[config.mk]
export PLATFORM = sky130hd
export DESIGN_NAME = audio_player
export DESIGN_NICKNAME = d
export VERILOG_FILES = /design/src/rtl/audio_player.sv
export SDC_FILE = /design/constraint.sdc
export NUM_CORES = 1
export LEC_CHECK = 0
export ABC_AREA = 1
export CORE_MARGIN = 8
export CORE_UTILIZATION = 55
export CTS_BUF_LIST = sky130_fd_sc_hd__clkbuf_4 sky130_fd_sc_hd__clkbuf_8
export DETAILED_ROUTE_END_ITERATION = 8
export GPL_ROUTABILITY_DRIVEN = 0
export GPL_TIMING_DRIVEN = 1
export PLACE_DENSITY = 0.81
export SYNTH_ARGS = -nofsm -noshare
export SYNTH_HDL_FRONTEND = slang
export SYNTH_SLANG_ARGS = --single-unit
[constraint.sdc]
create_clock -name clk -period 2.6 [get_ports clk]
set_clock_uncertainty 0.05 [all_clocks]
set_input_delay 0.52 -clock clk [delete_from_list [all_inputs] [get_ports clk]]
set_output_delay 0.52 -clock clk [all_outputs]
set_load 0.1 [all_outputs]
[src/rtl/audio_player.sv]
// audio_player: sound-effect playback engine.
// Steps the sound ROM at the sample rate, holds each returned 8-bit unsigned
// PCM byte as the PWM duty and drives a 1-bit speaker output.
//
// Optional feature macro: AUDIO_PLAYER_PREEMPT_EN
//   defined   : a request whose id >= the playing id restarts playback
//   undefined : requests during playback are ignored
//
// Ports:
//   clk          system clock, rising edge
//   rst_n        asynchronous active-low reset
//   play_req     one-cycle play request strobe
//   play_id      sound id (1 jump, 2 dead, 3 win, 0 ignored)
//   rom_address  ROM sample address (registered)
//   rom_select   ROM sound select (registered)
//   rom_data     ROM byte, valid two cycles after address/select change
//   pwm_out      PWM speaker drive (registered)
//   busy         high while a sound plays
//   done         one-cycle pulse when a sound completes naturally
module audio_player #(
    parameter int unsigned CLK_HZ    = 50_000_000,
    parameter int unsigned SAMPLE_HZ = 16_000,
    parameter logic [16:0] LEN_JUMP  = 17'd8000,
    parameter logic [16:0] LEN_DEAD  = 17'd16000,
    parameter logic [16:0] LEN_WIN   = 17'd32000
) (
    input  logic        clk,
    input  logic        rst_n,
    input  logic        play_req,
    input  logic [1:0]  play_id,
    output logic [16:0] rom_address,
    output logic [1:0]  rom_select,
    input  logic [7:0]  rom_data,
    output logic        pwm_out,
    output logic        busy,
    output logic        done
);

    localparam int unsigned ADDR_W   = 17;
    localparam int unsigned SEL_W    = 2;
    localparam int unsigned SAMPLE_W = 8;
    localparam int unsigned DIV      = CLK_HZ / SAMPLE_HZ;
    localparam int unsigned DIV_W    = (DIV > 1) ? $clog2(DIV) : 1;

    localparam logic [DIV_W-1:0]    DIV_LAST   = DIV_W'(DIV - 1);
    localparam logic [SAMPLE_W-1:0] SAMPLE_MID = SAMPLE_W'(8'h80);

    localparam logic [0:0] IDLE = 1'b0;
    localparam logic [0:0] PLAY = 1'b1;

    logic [0:0]          state,    state_d;
    logic [ADDR_W-1:0]   len_q,    len_d;
    logic [DIV_W-1:0]    div_cnt,  div_d;
    logic [SAMPLE_W-1:0] sample_q, sample_d;
    logic [ADDR_W-1:0]   addr_d;
    logic [SEL_W-1:0]    sel_d;
    logic                busy_d, done_d;
    logic [SAMPLE_W-1:0] pwm_cnt;

    logic                req_valid;
    logic                preempt;
    logic                tick;
    logic [ADDR_W-1:0]   len_req;

    assign req_valid = play_req && (play_id != SEL_W'(0));
    assign tick      = (div_cnt == DIV_LAST);

`ifdef AUDIO_PLAYER_PREEMPT_EN
    // Equal or higher priority id restarts the current sound.
    assign preempt = req_valid && (play_id >= rom_select);
`else
    assign preempt = 1'b0;
`endif

    // Sound length for the requested id.
    always_comb begin
        len_req = LEN_WIN;
        case (play_id)
            2'd1:    len_req = LEN_JUMP;
            2'd2:    len_req = LEN_DEAD;
            default: len_req = LEN_WIN;
        endcase
    end

    // State register and playback datapath registers.
    always_ff @(posedge clk or negedge rst_n) begin
        if (!rst_n) begin
            state       <= IDLE;
            len_q       <= '0;
            div_cnt     <= '0;
            sample_q    <= SAMPLE_MID;
            rom_address <= '0;
            rom_select  <= '0;
            busy        <= 1'b0;
            done        <= 1'b0;
        end else begin
            state       <= state_d;
            len_q       <= len_d;
            div_cnt     <= div_d;
            sample_q    <= sample_d;
            rom_address <= addr_d;
            rom_select  <= sel_d;
            busy        <= busy_d;
            done        <= done_d;
        end
    end

    // Next-state and next-output logic.
    always_comb begin
        state_d  = state;
        len_d    = len_q;
        div_d    = div_cnt;
        sample_d = sample_q;
        addr_d   = rom_address;
        sel_d    = rom_select;
        busy_d   = busy;
        done_d   = 1'b0;

        case (state)
            IDLE: begin
                if (req_valid) begin
                    state_d = PLAY;
                    sel_d   = play_id;
                    addr_d  = '0;
                    div_d   = '0;
                    len_d   = len_req;
                    busy_d  = 1'b1;
                end
            end
            PLAY: begin
                if (preempt) begin
                    // Restart without a done pulse; sample keeps playing
                    // until the new sound's first tick.
                    sel_d  = play_id;
                    addr_d = '0;
                    div_d  = '0;
                    len_d  = len_req;
                end else if (tick) begin
                    div_d = '0;
                    if (rom_address == len_q - ADDR_W'(1)) begin
                        state_d  = IDLE;
                        sel_d    = '0;
                        addr_d   = '0;
                        sample_d = SAMPLE_MID;
                        busy_d   = 1'b0;
                        done_d   = 1'b1;
                    end else begin
                        sample_d = rom_data;
                        addr_d   = rom_address + ADDR_W'(1);
                    end
                end else begin
                    div_d = div_cnt + DIV_W'(1);
                end
            end
            default: begin
                state_d = IDLE;
            end
        endcase
    end

    // Free-running PWM carrier compared against the held sample.
    always_ff @(posedge clk or negedge rst_n) begin
        if (!rst_n) begin
            pwm_cnt <= '0;
            pwm_out <= 1'b0;
        end else begin
            pwm_cnt <= pwm_cnt + SAMPLE_W'(1);
            pwm_out <= (pwm_cnt < sample_q);
        end
    end

endmodule

==> results.txt <==
The most used flip-flop cell after synthesis is sky130_fd_sc_hd__dfrtp_1. The maximum vdd ir drop is 0.340 mV. The most used standard cell by instance count after synthesis is sky130_fd_sc_hd__nand2_1. Each instance of the synthesized netlist takes up on average 8.13 sq um. The run finished with clean final reports. Dividing the detail-routed wire length by the instance count gives 13.8 microns. The clock network latency to the later pin of the worst-skew pair came out at 340 ps.

Measured along the y axis, the die boundary spans 94.5 microns. The total count of hold-check failures in the final report came to 0. The tool flagged a number of max-cap violations equal to 0. The total routed wirelength came out at ~7500 microns. Setup repair after global routing left no endpoint under its margin. The number of buffers inserted to repair setup after CTS came out at 0. The largest fanout on the critical path is 13. The clock sink total is slightly below 60. By count the netlist is led by sky130_fd_sc_hd__nand2_1 (103), sky130_fd_sc_hd__dfrtp_1 (57), sky130_fd_sc_hd__inv_1 (57).

The count of buffers from port buffering is 34. The final routed DRC violation total is 0. The die span in x came out at approximately 95 microns. The tree is rooted in a sky130_fd_sc_hd__clkbuf_8. The number of antenna violations at the first check in global routing came out at 0. From synthesis to final layout, the design area changed by 16.6%. The number of setup violations in the final report came out at 0. 35 I/O pins were placed. The via count of the first global-routing pass is 2790. The number of rows in the core area came out at 28. The post-route non-filler standard cell count is 543. The data required time of the critical path is 2790 ps. The routed layout has 2852 vias.

The tightest slew margin relative to the limit is 0.589. In the final layout, the share of cells above drive strength 1 is 0.167. The time the final worst path needs with I/O delays and setup came out at 2250 ps. The gate count of the mapped netlist is around 420. After clock tree synthesis, the repair step resized 0 gates.

Synthesis inferred 58 register bits. TritonCTS built the clock tree. The maximum operating frequency is 0.444 GHz.

Summed over all layers, the global routing overflow is 0. The detail route stage leaves a number of antenna-violating nets equal to 0. The number of different library cells in the post-synthesis netlist came out at 37. The post-synth design cell area is between 3000 and 4000 sq um.

The number of optimization iterations in the first detailed-route pass is 4. The arrival time at the worst endpoint came out at 2440 ps. Sorting the synthesized cells by area gives the leading types as sky130_fd_sc_hd__dfrtp_1 (42%), sky130_fd_sc_hd__nand2_1 (11%), sky130_fd_sc_hd__inv_1 (6.3%). Of all cell types, the one taking the most synthesized area is sky130_fd_sc_hd__dfrtp_1. The cell area after placement is between 3000 and 4000 sq um.

The number of flops mapped to enable cells by yosys came out at 0. The post-layout worst setup margin is 347 ps. The count of synthesis-stage warnings from yosys came out at 0. The diode insertion count for antenna repair is 0. The number of nets produced by synthesis came out at about 450. The core region is 5960 sq um. The sum of negative setup slack is 0 ps. The actual transition at the worst max-transition pin is 617 ps. The DRC marker count from the first detailed-route iteration is roughly 160.

The number of cells in the design after placement is between 500 and 600. The via count normalized by instance count is between 5 and 6. The critical path endpoint category is a flip-flop. The share of flip-flops with an asynchronous set or reset is 1.00. At the placement stage, the worst setup path has a slack of 16.7 ps.

The total of hold buffers inserted after clock tree synthesis is 0. In this run the deepest clock path goes through 2 buffers. For this run, the total global-route usage over all layers was measured as 0.184. The number of nets in the final layout came out at around 490. The area share of the largest cell type after synthesis is 0.421.

The kind of critical path is reg -> reg. The effective utilization at floorplan is 0.569. The count of pins over their slew limit came to 0. The estimated wirelength of the detail-placed design is 5610 microns.

The die area is 8930 sq um. The H-tree was split into 3 levels. The final cycle utilization of the critical path is 0.867. The first-pass GRT wire length is 12900 microns. The final design instance area without fill is 3950 sq um.

In this run the worst hold path is classified as in -> async. The number of buffers added by the clock tree synthesis step came out at 9. The clock transition at the registers of the reported paths is 70 ps.

The worst setup path is launched from a flip-flop. The leakage power came out at 1.99 nW. For this design the ratio of total power to cell area is between 400 and 500 nW/um^2. The pin count of the biggest net entering global routing is 27. The register area share after synthesis is 0.428.
==> final cells by class <==
class	count	area, sq um
Tap cell	75	93.8
Sequential cell	58	1450
Clock inverter	2	12.5
Multi-Input combinational cell	292	1650
Timing Repair Buffer	39	330
Fill cell	514	2000
Inverter	63	241
Clock buffer	14	174
==> worst max-delay path, stage by stage, from the launching register on <==
cell                      delay [ps]
sky130_fd_sc_hd__dfrtp_1         380
sky130_fd_sc_hd__inv_1           170
sky130_fd_sc_hd__ha_1            300
sky130_fd_sc_hd__inv_1            60
sky130_fd_sc_hd__nand2_1          40
sky130_fd_sc_hd__nand2_1          70
sky130_fd_sc_hd__nand2_1          50
sky130_fd_sc_hd__nor2_1          110
sky130_fd_sc_hd__nand2_1          60
sky130_fd_sc_hd__nor2_1           80
sky130_fd_sc_hd__nand2_1          60
sky130_fd_sc_hd__nor2_2          150
sky130_fd_sc_hd__nand2_4         100
sky130_fd_sc_hd__nand2_4         200
sky130_fd_sc_hd__nand2_2         140
sky130_fd_sc_hd__nand2_1          80
sky130_fd_sc_hd__nand2_1          50
==> power by group <==
| part | switching (mW) | internal (mW) |
|---|---|---|
| registers | 0.00782 | 0.913 |
| logic | 0.0700 | 0.0380 |
| clock network | 0.353 | 0.429 |
==> state kept, by name (all words and copies together) (netlist names) <==
register	flops
pwm_out	1
state	1
sample_q	8
len_q	7
busy	1
rom_address	17
div_cnt	12
rom_select	2
pwm_cnt	8
done	1
==> stage by stage <==
step           hold WS [ps]  utilization  power [mW]
5_1_grt                 181        0.664        1.87
2_1_floorplan           174            -       0.992
3_5_place_dp            411        0.633        1.05
4_1_cts                 147        0.664        1.83
3_3_place_gp            406        0.633        1.05
6_report                133        0.664        1.81
==> metal layers <==
layer / up-vias / share of wire / global-route usage
li1: 1429 / - / -
met1: 1324 / 0.45 / 0.229
met2: 91 / 0.48 / 0.301
met3: 8 / 0.063 / 0.0500
met4: 0 / 0.013 / 0.0650
met5: - / 0 / 0
==> worst paths after layout <==
kind,start,to,slack (ps),depth (start not counted)
max,len_q[6],busy,350,16
min,rst_n,rom_address[10],130,1
max reg2reg,len_q[6],busy,350,16
min reg2reg,pwm_cnt[0],pwm_cnt[0],420,1
max in group asynchronous,rst_n,sample_q[7],1620,2
min in group clk,pwm_cnt[0],pwm_cnt[0],420,1
==> cells in the final DEF, fill, tap and decap left out, drive strengths merged, types with 9 or more instances in the layout <==
cell type      count
nor2              38
nor3               9
o21ai             22
buf               28
dfrtp             57
a21oi             22
clkdlybuf4s50     11
xor2              18
ha                17
clkbuf            14
nand2            109
nand3             30
inv               63
==> cell families after synthesis <==
group	count (synthesis)	synth area share
adders and majority gates	17	0.0627
DFF	58	0.428
and+or+nand+nor	196	0.263
buffers and inverters	67	0.0852
AOI/OAI and AO/OA	57	0.104
xor gates and xnor gates	22	0.0568
Power figures use the tool's default switching activity.
